**src/rtl/ex_muldiv_unit.sv**
```systemverilog
// Iterative MUL/DIV/DIVU/REM for the EX stage: start -> result_valid after XLEN+1 cycles.
// Backpressure: hold_out freezes ID/EX from the start cycle through BUSY; drops in DONE so the pipe advances.
module ex_muldiv_unit #(
    parameter int          XLEN     = 32,
    parameter logic [4:0]  ALU_MUL  = 5'd12,
    parameter logic [4:0]  ALU_DIV  = 5'd13,
    parameter logic [4:0]  ALU_DIVU = 5'd14,
    parameter logic [4:0]  ALU_REM  = 5'd15
) (
    input  logic            clk,
    input  logic            rst,
    input  logic            valid_in,
    input  logic [4:0]      aluctrl,
    input  logic [XLEN-1:0] operand_1,
    input  logic [XLEN-1:0] operand_2,
    input  logic [4:0]      destReg,
    input  logic            kill,
    output logic            hold_out,
    output logic            busy,
    output logic            result_valid,
    output logic [XLEN-1:0] result,
    output logic [4:0]      result_dest
);

    localparam int CW = $clog2(XLEN + 1);

    typedef enum logic [1:0] {
        IDLE = 2'd0,
        BUSY = 2'd1,
        DONE = 2'd2
    } state_t;

    state_t          state, state_nxt;
    logic [CW-1:0]   counter;
    logic [4:0]      op_q;
    logic [4:0]      dest_q;
    logic [XLEN-1:0] acc;       // product (MUL) or partial remainder (DIV/REM)
    logic [XLEN-1:0] sh;        // multiplier shifting out, or dividend shifting out / quotient shifting in
    logic [XLEN-1:0] opnd;      // multiplicand shifting left, or |divisor|
    logic            neg_q;
    logic            neg_r;
    logic [XLEN-1:0] result_q;
    logic [4:0]      result_dest_q;

    logic            is_muldiv;
    logic            start;
    logic            signed_div;
    logic            a_neg;
    logic            b_neg;
    logic [XLEN-1:0] abs_a;
    logic [XLEN-1:0] abs_b;
    logic [XLEN:0]   rem_shift;
    logic [XLEN:0]   trial;
    logic [XLEN-1:0] final_val;

    assign is_muldiv  = (aluctrl == ALU_MUL) || (aluctrl == ALU_DIV) ||
                        (aluctrl == ALU_DIVU) || (aluctrl == ALU_REM);
    assign start      = (state == IDLE) && valid_in && !kill && is_muldiv && !rst;
    assign signed_div = (aluctrl == ALU_DIV) || (aluctrl == ALU_REM);
    assign a_neg      = signed_div && operand_1[XLEN-1];
    assign b_neg      = signed_div && operand_2[XLEN-1];
    assign abs_a      = a_neg ? -operand_1 : operand_1;
    assign abs_b      = b_neg ? -operand_2 : operand_2;

    // Restoring step: the remainder never exceeds 2*divisor-1, so XLEN+1 bits cannot wrap.
    assign rem_shift  = {acc, sh[XLEN-1]};
    assign trial      = rem_shift - {1'b0, opnd};

    always_comb begin
        final_val = acc;
        if (op_q == ALU_DIV || op_q == ALU_DIVU) begin
            final_val = neg_q ? -sh : sh;
        end else if (op_q == ALU_REM) begin
            final_val = neg_r ? -acc : acc;
        end
    end

    always_ff @(posedge clk or posedge rst) begin
        if (rst) begin
            state <= IDLE;
        end else begin
            state <= state_nxt;
        end
    end

    always_comb begin
        state_nxt = state;
        case (state)
            IDLE: if (start) state_nxt = BUSY;
            BUSY: begin
                if (kill) begin
                    state_nxt = IDLE;
                end else if (counter == CW'(1)) begin
                    state_nxt = DONE;
                end
            end
            DONE:    state_nxt = IDLE;
            default: state_nxt = IDLE;
        endcase
    end

    always_ff @(posedge clk or posedge rst) begin
        if (rst) begin
            counter       <= '0;
            op_q          <= '0;
            dest_q        <= '0;
            acc           <= '0;
            sh            <= '0;
            opnd          <= '0;
            neg_q         <= 1'b0;
            neg_r         <= 1'b0;
            result_q      <= '0;
            result_dest_q <= '0;
        end else if (start) begin
            counter <= CW'(XLEN);
            op_q    <= aluctrl;
            dest_q  <= destReg;
            acc     <= '0;
            // MUL keeps only the low XLEN bits, which are sign-agnostic, so raw operands suffice
            sh      <= (aluctrl == ALU_MUL) ? operand_2 : abs_a;
            opnd    <= (aluctrl == ALU_MUL) ? operand_1 : abs_b;
            // Divide by zero must leave the all-ones quotient un-negated
            neg_q   <= (aluctrl == ALU_DIV) && (a_neg ^ b_neg) && (operand_2 != '0);
            neg_r   <= (aluctrl == ALU_REM) && a_neg;
        end else if (state == BUSY) begin
            counter <= counter - CW'(1);
            if (op_q == ALU_MUL) begin
                if (sh[0]) acc <= acc + opnd;
                opnd <= opnd << 1;
                sh   <= sh >> 1;
            end else if (!trial[XLEN]) begin
                acc <= trial[XLEN-1:0];
                sh  <= {sh[XLEN-2:0], 1'b1};
            end else begin
                acc <= rem_shift[XLEN-1:0];
                sh  <= {sh[XLEN-2:0], 1'b0};
            end
        end else if (state == DONE && !kill) begin
            result_q      <= final_val;
            result_dest_q <= dest_q;
        end
    end

    assign busy         = (state == BUSY);
    assign hold_out     = start || busy;
    assign result_valid = (state == DONE) && !kill;
    assign result       = result_valid ? final_val : result_q;
    assign result_dest  = result_valid ? dest_q : result_dest_q;

endmodule

```
**config.mk**
```make
export PLATFORM = sky130hd
export DESIGN_NAME = ex_muldiv_unit
export DESIGN_NICKNAME = d
export VERILOG_FILES = /design/src/rtl/ex_muldiv_unit.sv
export SDC_FILE = /design/constraint.sdc
export NUM_CORES = 1
export LEC_CHECK = 0
export CORE_ASPECT_RATIO = 1.25
export CORE_MARGIN = 5
export CORE_UTILIZATION = 35
export DETAILED_ROUTE_END_ITERATION = 8
export PLACE_DENSITY_LB_ADDON = 0.05
export SYNTH_ARGS = -nofsm -noshare
export SYNTH_HDL_FRONTEND = slang
export SYNTH_SLANG_ARGS = --single-unit
```
**constraint.sdc**
```tcl
create_clock -name clk -period 5.7 [get_ports clk]
set_clock_uncertainty 0.15 [all_clocks]
set_input_delay 1.14 -clock clk [delete_from_list [all_inputs] [get_ports clk]]
set_output_delay 1.14 -clock clk [all_outputs]
set_load 0.005 [all_outputs]
```
; Yosys cells after proc, flatten, opt, wreduce, memory -nomap -nowiden
; Cells that the tools add are included.
[word_totals]
in_bits = 78
reg_bits = 153
[op_classes]
bitwise_logic = 3
n_eq_ne = 14
muxes = 28
add_sub_neg = 7
n_reduce_logical = 26
[op_table]
columns = operator, n
row1 = $mux W32, 20
row2 = $neg A32 Y32, 4
row3 = $eq A5 B4 Y1 const B, 8
row4 = $sub A33 B32 Y33, 1
row5 = $add A32 B32 Y32, 1
row6 = $reduce_bool A32 Y1, 1
row7 = $mux W6, 2
row8 = $logic_and A1 B1 Y1, 10
row9 = $reduce_and A2 Y1, 4
row10 = $eq A6 B1 Y1 const B, 1
row11 = $logic_or A1 B1 Y1, 6
row12 = $mux W2, 3
row13 = $sub A6 B1 Y6 const B, 1
row14 = $mux W5, 1
row15 = $pmux W2 S2, 1
row16 = $reduce_bool A2 Y1, 2
row17 = $ne A3 B2 Y1 const B, 1
row18 = $ne A3 B3 Y1 const B, 1
row19 = $eq A2 B1 Y1 const B, 1
row20 = $eq A2 B2 Y1 const B, 1
row21 = $logic_not A1 Y1, 2
row22 = $logic_not A2 Y1, 1
row23 = $ne A2 B2 Y1 const B, 1
row24 = $not A1 Y1, 2
row25 = other kinds (2), 2

; Longest topological paths before layout
; Gate-level depths: netlist of run 1.
[depth]
depth_word = 8
mapped_depth = 15
ltp_nobuf = 13

; Least setup slack after synthesis of run 1
; OpenSTA, ideal clock, no wires.
[synth_timing]
path_kind = register -> output
from = register acc[6]
to = output port result[26]
t_arrival_ns = 2.567
path_slack_ns = 1.843
stages_incl_launch_ff = 10
required_ns = 4.410
path_cell_list = dfrtp_1 or4_1 nor3_1 nand2_1 o31ai_1 o21ai_0 a21oi_1 xnor2_1 mux2i_1 o21ai_0
[synth_via]
elab_chain_cells = 5
[synth_rtl]
columns = item, line
row1 = start: declaration, 37  ; logic [XLEN-1:0] acc;
row2 = start signal: assignment, 128  ; if (sh[0]) acc <= acc + opnd;
row3 = start signal: assignment, 132  ; acc <= trial[XLEN-1:0];
row4 = start signal: assignment, 135  ; acc <= rem_shift[XLEN-1:0];
row5 = $neg A32 Y32, 74  ; final_val = neg_r ? -acc : acc;
row6 = $mux W32, 74
row7 = $mux W32, 73  ; end else if (op_q == ALU_REM) begin
row8 = $mux W32, 71  ; if (op_q == ALU_DIV || op_q == ALU_DIVU) begin
row9 = $mux W32, 147  ; assign result = result_valid ? final_val : result_q;
row10 = end: declaration, 21  ; output logic [XLEN-1:0] result,
; Every way passes these cells.

; Final worst setup path of run 1
[layout_timing]
from = register sh[10]
to = output port result[31]
[layout_via]
elab_chain_cells = 4
[layout_rtl]
columns = item, line
row1 = start: declaration, 38  ; logic [XLEN-1:0] sh;
row2 = start signal: assignment, 120  ; sh <= (aluctrl == ALU_MUL) ? operand_2 : abs_a;
row3 = start signal: assignment, 130  ; sh <= sh >> 1;
row4 = start signal: assignment, 133  ; sh <= {sh[XLEN-2:0], 1'b1};
row5 = $neg A32 Y32, 72  ; final_val = neg_q ? -sh : sh;
row6 = $mux W32, 72
row7 = $mux W32, 71
row8 = $mux W32, 147
; Every way passes these cells.

==> results of run 1 <==
==> tightest hold or removal path, cell delays in order, from the launching register on <==
cell,delay (ps)
dfrtp_1,330
nand2_1,50
o21ai_0,60
==> power by group through the flow <==
| stage | logic, mW | clock network (mW) | registers, mW |
|---|---|---|---|
| after floorplan | 3.10 | 0 | 1.73 |
| after global placement | 4.07 | 0 | 1.98 |
| after detailed placement | 4.07 | 0 | 1.99 |
| after CTS | 4.09 | 1.25 | 1.97 |
| after global routing | 4.59 | 1.29 | 2.03 |
| final | 4.11 | 1.22 | 1.98 |
==> area by class of cell <==
class                      count  area [sq um]  area share
multi-input combinational   1514          9340       0.582
clock inverter                14           174      0.0108
timing repair buffer         142          1400      0.0871
tap                          498           623      0.0389
clock buffer                  17           425      0.0265
inverter                      65           249      0.0155
sequential                   153          3830       0.239
==> kinds of logic after synthesis <==
kind of cell               after synthesis  synth area share
buffers and inverters                  173            0.0477
AOI/OAI and AO/OA                      619             0.272
xor gates and xnor gates               169             0.108
and+or+nand+nor                        620             0.203
DFF                                    153             0.278
muxes                                   35            0.0258
adders and majority gates               71            0.0656
==> repair_timing <==
| action | in CTS | in global routing |
|---|---|---|
| gates resized for setup | 1 | 2 |
| cloned | 0 | 0 |
| setup endpoints to repair | 1 | 2 |
==> cell usage in the layout, fill, tap and decap left out, types with 6 or more instances in the layout <==
cell             Yosys  layout
a21oi_1            140     140
clkbuf_16            0      17
inv_1               64      63
o21ai_1              6       6
nand4_1             10      10
buf_4                0      22
o31ai_1             22      21
nand2b_1            15      15
ha_1                69      69
xnor2_1             93      92
dfrtp_1            153     153
a211oi_1            36      36
nor3_1              25      22
or3_1               23      23
nor2_1             130     126
o21ai_0            220     220
xor2_1              75      75
o211ai_1            43      43
o41ai_1             10      10
nor2b_1             13      13
clkdlybuf4s50_1      0     117
o21bai_1            14      14
or4_1               10      10
inv_6                0       7
a31oi_1             45      45
and2_1               7       7
a22oi_1             21      21
a21o_1              24      24
nand3_1             51      51
mux2i_1             31      31
and3_1              11      11
nor4_1              14      13
nand2_1            289     288
==> sequential cells by signal (all words and copies together), names as in the netlist <==
signal / count
opnd: 32
counter: 6
neg_r: 1
acc: 32
op_q: 5
result_dest_q: 5
result_q: 32
sh: 32
state: 2
neg_q: 1
dest_q: 5
==> synthesized netlist by cell type, types with 5 or more instances <==
cell type	instances	share of area
a31oi_1	45	0.020
nand2b_1	15	0.0068
nor3_1	25	0.0091
or3_1	23	0.010
buf_1	9	0.0025
nor3b_1	5	0.0027
nor4_1	14	0.0064
o21ai_1	6	0.0022
nand3_1	51	0.019
dfrtp_1	153	0.28
nor2_1	130	0.035
nand2_1	289	0.079
and3_1	11	0.0050
o31ai_1	22	0.012
o21bai_1	14	0.0076
a211oi_1	36	0.020
o21ai_0	220	0.080
nand4_1	10	0.0045
or4_1	10	0.0054
and2_1	7	0.0032
a22oi_1	21	0.011
a21oi_1	140	0.051
o41ai_1	10	0.0064
o21a_1	5	0.0027
inv_1	64	0.017
xnor2_1	93	0.059
mux2i_1	31	0.023
a21o_1	24	0.013
ha_1	69	0.063
o211ai_1	43	0.023
buf_2	6	0.0022
nor2b_1	13	0.0059
xor2_1	75	0.048
clkbuf_1	93	0.025
==> final timing paths <==
path,endpoint,cells after the start,slack [ps]
max in group asynchronous,opnd[12],3,3340
worst min-delay path,result_q[15],2,320
worst min register to register,result_q[15],2,320
worst max-delay path,result[31],10,370
worst max register to register,acc[30],12,1280
min in group asynchronous,result_q[12],2,1140
==> metal layers <==
metal	GRT usage	up-vias	routed length [um]
met5	0	-	0
met4	0.111	0	2370
li1	-	6701	-
met3	0.0250	76	1760
met2	0.406	350	25200
met1	0.304	6590	23100
==> stage by stage <==
stage          instances  power, mW
2_1_floorplan       1840       4.83
3_3_place_gp        2372       6.05
3_5_place_dp        2372       6.06
4_1_cts             2403       7.31
5_1_grt             2403       7.91
6_report            2403       7.32
==> flow_summary.ini, run 1 <==
[logic_synthesis]
synthCells = 1840
synth_edf_count = 0
yosysWarnings = 0
synth_top_flop_cell = dfrtp_1
synth.net_count = 1989
ys_async_sr_fraction = 1.00
synth_area_sq_um = 13800
syn_avg_cell_area_sq_um = 7.49
ys_seq_area_frac = 0.278
ys_types = 68
ys_ff_latch = 153

[clocking]
cts_hold_buf = 0
cts_buffers = 17
cts_tree = done
cts_setup_buffers = 0
cts.reportedPaths.clkPinSlew_ps = 70
clk_latency_ps = 460
cts_root_buffer = clkbuf_16
cts_max_path_buffers = 2
htree_levels = 4
clock-sinks = 153

[detailed_routing]
wl_per_cell_um = 21.8
totalWireLength_mm = 52.5
drt-initial-drc-count = 982
drc = 0
firstDrtPassIters = 5
viasPerCell = 5.71
drt.antenna.violating_nets = 0
num_vias = 13700

[power_and_ir_drop]
power_frac_clock = 0.167
switchingPower_mw = 3.53
seqPwrFrac = 0.271
leakage_nw = 6.68
p_per_area_nw_per_um2 = 456
combPwrFrac = 0.562
p_sw_frac = 0.482
internal-power_mw = 3.79
vdd_drop_max_uv = 231

[floorplan]
die-area_sq_um = 43400
core-area_sq_um = 39000
start_util = 0.353
io_pins = 118
rows = 81
die_w_um = 187
die-height_um = 232

[final_layout]
num-fill-cells = 4066
fin_util = 0.411
final_area_sq_um = 16000
fin_nets = 2042
syn2layout_area_growth_pct = 16.4
drive_gt1_frac = 0.0483
num_antenna_cells = 0

[placed_design]
finalWeightedCongestion = 0.960
port_buffers = 117
dp_slack_ps = 550
place_hpwl_mm = 40.5
dpl_cell_area_sq_um = 15400

[worst_setup_path]
slowest_delay_ps = 570
path_cells = or3_1 -> nor3_1 -> nand4_1 -> o31ai_1 -> and2_1 -> nand2_1 -> xnor2_1 -> mux2i_1 -> o21ai_0 -> clkdlybuf4s50_1
critPathBufInv = 1
startpoint_type = flop
critical_path.top_delay_family = simple AND/OR/NAND/NOR gates
path_max_fanout = 5
endpoint_kind = output pin
crit_arrival_ps = 4040
critPathSlowestCell = o31ai_1
cp_data_required_time_ps = 4410
rr_startpoint = acc[0]
crit_start = sh[10]
worstSetupPathType = flop to output pin

[sta]
tns_ps = 0
min_period_over_period = 0.935
fmax_ghz = 0.188
setup_violations = 0
relSlewSlack = 0.233
finalCriticalPeriod_ps = 5330
hold_viol = 0
worstMarginPinSlew_ps = 1140
slew_viol_final = 0
worst_slack_ps = 372
hold-worst-slack_ps = 319
rsz0062_at_grt = no

[grt]
grt_overflow = 0
grt_pass1_wl_mm = 80.6
grt_use_total = 0.238
grt_pass1_vias = 13300
grt_antenna_before_repair = 0
grt_max_degree = 122

[hold_path]
holdCritStartpoint = result_q[15]
hp-class = flop to flop

[flow_run]
maxCapViolCount = 0

[run_status]
outcome = finished, final reports clean
(Power assumes the default switching activity.)
==> run 2: changes to the inputs <==
--- a/config.mk
+++ b/config.mk
@@ -7,9 +7,9 @@
 export LEC_CHECK = 0
 export CORE_ASPECT_RATIO = 1.25
 export CORE_MARGIN = 5
-export CORE_UTILIZATION = 35
+export CORE_UTILIZATION = 54
 export DETAILED_ROUTE_END_ITERATION = 8
-export PLACE_DENSITY_LB_ADDON = 0.05
+export PLACE_DENSITY = 0.78
 export SYNTH_ARGS = -nofsm -noshare
 export SYNTH_HDL_FRONTEND = slang
 export SYNTH_SLANG_ARGS = --single-unit
==> run 2 against run 1 <==
  * Global-route usage is 7.3 points higher
  * Cell count is 6.9% lower
  * Total power is 2.8% lower
  * Register-to-register slack better by 90 ps
  * Largest cell class unchanged
==> flow_summary.ini, run 2 (synthesized netlist as in run 1, its figures left out) <==
[run_status]
outcome = finished, final reports clean

[floorplan]
rows = 65
io_pins = 118
die-height_um = 189
core-area_sq_um = 25200
die-area_sq_um = 28800
start_util = 0.546
die_w_um = 153

[sta]
slew_viol_final = 0
setup_violations = 0
tns_ps = 0
relSlewSlack = 0.256
finalCriticalPeriod_ps = 5190
worst_slack_ps = 505
hold_viol = 0
fmax_ghz = 0.192
worstMarginPinSlew_ps = 1120
min_period_over_period = 0.911
rsz0062_at_grt = no

[worst_setup_path]
worstSetupPathType = flop to output pin
crit_arrival_ps = 3900
cp_data_required_time_ps = 4410
r2r_setup_slack_ps = 1370
path_cells = or4_1 -> nor3_1 -> nand2_1 -> o31ai_1 -> buf_4 -> o21ai_0 -> a21oi_1 -> xnor2_1 -> mux2i_1 -> o21ai_0 -> clkdlybuf4s50_1
startpoint_type = flop
slowest_delay_ps = 600
path_max_fanout = 9
reg2reg_depth = 12
rr_startpoint = acc[0]
endpoint_kind = output pin
r2r-end = acc[30]
crit_top_cell = o21ai_0
critPathSlowestCell = or4_1
critPathBufInv = 2
critical_path.top_delay_family = simple AND/OR/NAND/NOR gates

[final_layout]
mostFrequentLayoutCell = nand2_1
most-common-layout-cells = nand2_1, o21ai_0, dfrtp_1
num_antenna_cells = 0
fin_nets = 2039
num-fill-cells = 2288
drive_gt1_frac = 0.0442
syn2layout_area_growth_pct = 14.3

[hold_path]
hp-class = flop to flop
holdPathEnd = result_dest_q[1]
holdCritStartpoint = result_dest_q[1]
worstHoldPathCells = 2

[clocking]
cts_tree = done
clock-sinks = 153
post_cts_resized = 0
cts_setup_buffers = 0
cts.reportedPaths.clkPinSlew_ps = 70
htree_levels = 4
cts_root_buffer = clkbuf_16
cts_hold_buf = 0
cts_buffers = 17
clk_latency_ps = 440
cts_max_path_buffers = 2

[detailed_routing]
viasPerCell = 6.28
drt-initial-drc-count = 1215
totalWireLength_mm = 46.1
num_vias = 14000
drt.antenna.violating_nets = 0
drc = 0
drt-met1-wl_mm = 19.2
met2_length_mm = 21.4
firstDrtPassIters = 6
wl_met3_mm = 2.79
top_layer_used = met4
wl_per_cell_um = 20.6

[placed_design]
place_hpwl_mm = 35.2
dp_slack_ps = 994
port_buffers = 117
finalWeightedCongestion = 1.08

[grt]
grt_antenna_before_repair = 0
grt_overflow = 0
grt_pass1_wl_mm = 71.8
grt_use_total = 0.311
grt_pass1_vias = 13100
grt_max_degree = 110

[power_and_ir_drop]
leakage_nw = 6.64
p_per_area_nw_per_um2 = 452
vdd_drop_max_uv = 240
total_power_mw = 7.11

[flow_run]
maxCapViolCount = 0
==> run 2: power by group <==
group	switching [mW]	total, mW	internal, mW
registers	0.626	2.00	1.37
clock network	0.517	1.10	0.580
logic	2.26	4.02	1.76
==> run 2: worst max path at each step <==
stage            from    endpoint  slack [ps]  depth (start not counted)
6_report       acc[6]  result[26]         510                         11
3_5_place_dp   acc[6]  result[26]         990                         11
2_1_floorplan     rst      acc[0]         290                          1
3_3_place_gp   acc[6]  result[26]        1030                         11
5_1_grt        acc[2]  result[26]         120                         12
4_1_cts        acc[2]  result[26]         510                         12
==> run 2: worst register-to-register path: cells and delay by family (launching register included) <==
kind	cells	cell delay, ps
adder cells (fa/ha/maj)	2	700
multiplexers	1	230
flip-flops	1	470
AO/OA/AOI/OAI	9	2660
==> run 2: layout make-up <==
class                           instances  area (sq um)  share of cell area
Multi-Input combinational cell       1514          9320               0.592
Sequential cell                       153          3830               0.243
Timing Repair Buffer                  139          1370              0.0873
Clock buffer                           18           439              0.0279
Tap cell                              335           419              0.0266
Inverter                               65           249              0.0158
Clock inverter                         13           111             0.00707
==> run 2: per-stage QoR <==
stage	utilization	instance area, sq um	std cells	hold slack [ps]
final	0.624	15700	2237	319
after global routing	0.624	15700	2237	342
after CTS	0.624	15700	2237	324
after detailed placement	0.603	15200	2206	306
after global placement	0.603	15200	2206	299
after floorplan	-	13800	1840	285
==> run 2: per-layer routing <==
layer / vias to the layer above / global-route usage
met1: 6669 / 0.404
met4: 0 / 0.172
met2: 582 / 0.508
li1: 6685 / -
met5: - / 0
met3: 105 / 0.0363
==> run 3: changes to the inputs <==
--- a/config.mk
+++ b/config.mk
@@ -5,9 +5,11 @@
 export SDC_FILE = /design/constraint.sdc
 export NUM_CORES = 1
 export LEC_CHECK = 0
+export ABC_AREA = 1
 export CORE_ASPECT_RATIO = 1.25
 export CORE_MARGIN = 5
-export CORE_UTILIZATION = 54
+export CORE_UTILIZATION = 55
+export CTS_CLUSTER_DIAMETER = 120
 export DETAILED_ROUTE_END_ITERATION = 8
 export PLACE_DENSITY = 0.78
 export SYNTH_ARGS = -nofsm -noshare
==> run 3 against run 2 <==
  * Worst setup slack better by 62 ps
  * Final area increased by 18%
  * Total power decreased by 4.5%
  * Register-to-register slack improved by 290 ps
  * Largest cell class unchanged
  * Largest power group unchanged
==> flow_summary.ini, run 3 <==
[final_layout]
drive_gt1_frac = 0.0386
syn2layout_area_growth_pct = 12.6
num_antenna_cells = 0
most-common-layout-cells = nand2_1, inv_1, nand3_1
final_area_sq_um = 18500
fin_nets = 3038
mostFrequentLayoutCell = nand2_1

[sta]
rsz0062_at_grt = no
min_period_over_period = 0.900
relSlewSlack = 0.238
slew_viol_final = 0
worstMarginPinSlew_ps = 1130
tns_ps = 0
fmax_ghz = 0.195
finalCriticalPeriod_ps = 5130
hold-worst-slack_ps = 322
setup_violations = 0
hold_viol = 0

[clocking]
post_cts_resized = 0
cts_tree = done
cts_setup_buffers = 0
cts.reportedPaths.clkPinSlew_ps = 80
cts_buffers = 17
cts_hold_buf = 0
clock-sinks = 153
cts_root_buffer = clkbuf_16
clk_latency_ps = 440
htree_levels = 4
cts_max_path_buffers = 2

[logic_synthesis]
ys_seq_area_frac = 0.232
synth_area_leader_cell = dfrtp_1
synth.net_count = 2976
synthCells = 2827
ys_ff_latch = 153
synth_top_flop_cell = dfrtp_1
syn_avg_cell_area_sq_um = 5.83
yosysWarnings = 0
synthMostInstantiatedCell = nand2_1
synth_area_sq_um = 16500
synth_commonest_cells = nand2_1, inv_1, nand3_1, nor2_1, o21ai_0
synth_top_area_share = 0.232
synth_edf_count = 0
ys_async_sr_fraction = 1.00
ys_types = 50
synth.area.top_cells = dfrtp_1, nand2_1, inv_1

[worst_setup_path]
path_max_fanout = 17
crit_arrival_ps = 3840
startpoint_type = flop
worstSetupPathType = flop to output pin
endpoint_kind = output pin
cp_data_required_time_ps = 4410

[floorplan]
io_pins = 118
die-height_um = 203
core-area_sq_um = 29400
die-area_sq_um = 33500
start_util = 0.560
die_w_um = 165
rows = 70

[grt]
grt_pass1_wl_mm = 99.2
grt_pass1_vias = 18000
grt_use_total = 0.379
grt_antenna_before_repair = 1
grt_max_degree = 85
grt_overflow = 0

[detailed_routing]
totalWireLength_mm = 63.8
drt-initial-drc-count = 2079
firstDrtPassIters = 7
drc = 0
num_vias = 19300
viasPerCell = 5.85
wl_per_cell_um = 19.3
drt.antenna.violating_nets = 0

[placed_design]
port_buffers = 117
place_hpwl_mm = 50.6
dpl_cell_area_sq_um = 17900
finalWeightedCongestion = 1.02

[power_and_ir_drop]
leakage_nw = 9.83
total_power_mw = 6.79
vdd_drop_max_uv = 285
p_per_area_nw_per_um2 = 366

[hold_path]
hp-class = flop to flop

[run_status]
outcome = finished, final reports clean

[flow_run]
maxCapViolCount = 0
-- run 3: cell types whose count changed after synthesis, sizes merged, moves of 47 or more --
cell and delta:
nand2 +566, inv +339, nand3 +229, nor2 +131, xnor2 -82, xor2 -47
-- run 3: final cells by class --
cell class | count | area, sq um
clock buffer | 17 | 425
tap | 396 | 495
clock inverter | 15 | 211
fill | 2906 | 10900
timing repair buffer | 140 | 1340
multi-input combinational | 2173 | 10700
sequential | 153 | 3830
inverter | 404 | 1520
-- run 3: cells by family after synthesis --
logic type	after synthesis	share of synthesized area
adder cells (fa/ha/maj)	71	0.0548
XOR/XNOR	40	0.0213
AO/OA/AOI/OAI	549	0.185
flip-flops	153	0.232
AND/OR/NAND/NOR	1513	0.388
buffers and inverters	501	0.118
-- run 3: critical path, stage by stage, from the launching register on --
cell	delay, ps
dfrtp_1	360
inv_1	60
nand3_1	130
inv_1	100
nand4_1	590
inv_1	670
buf_4	290
o21ai_0	140
a21oi_1	140
o21ai_0	110
nand2_1	80
nand2_1	90
nand2_1	100
clkdlybuf4s50_1	500
-- run 3: worst paths after layout --
check / start / end / slack (ps) / cells after the start
max: op_q[4] / result[12] / 570 / 13
min: op_q[2] / op_q[2] / 320 / 1
max reg2reg: sh[31] / acc[13] / 1660 / 19
min reg2reg: op_q[2] / op_q[2] / 320 / 1
max in group asynchronous: rst / acc[6] / 2500 / 4
min in group asynchronous: rst / dest_q[3] / 1210 / 3
-- run 3: layer usage --
layer  global-route usage  vias up  share of wire
met4                0.253        0          0.080
met5                    0        -              0
met2                0.588      989           0.45
met3               0.0671      203          0.084
li1                     -     9338              -
met1                0.479     8771           0.39
-- run 3: power breakdown --
group | switching (mW) | internal, mW | leakage [nW] | total (mW)
sequential | 0.400 | 1.33 | 1.92 | 1.73
combinational | 2.61 | 1.25 | 7.61 | 3.87
clock | 0.590 | 0.610 | 0.305 | 1.20
total | 3.60 | 3.19 | 9.83 | 6.79
-- run 3: through the flow --
stage	worst slack [ps]	std cells	utilization
2_1_floorplan	539	2827	-
3_3_place_gp	1230	3266	0.608
3_5_place_dp	1180	3266	0.608
5_1_grt	304	3298	0.630
6_report	567	3298	0.630
4_1_cts	686	3298	0.630
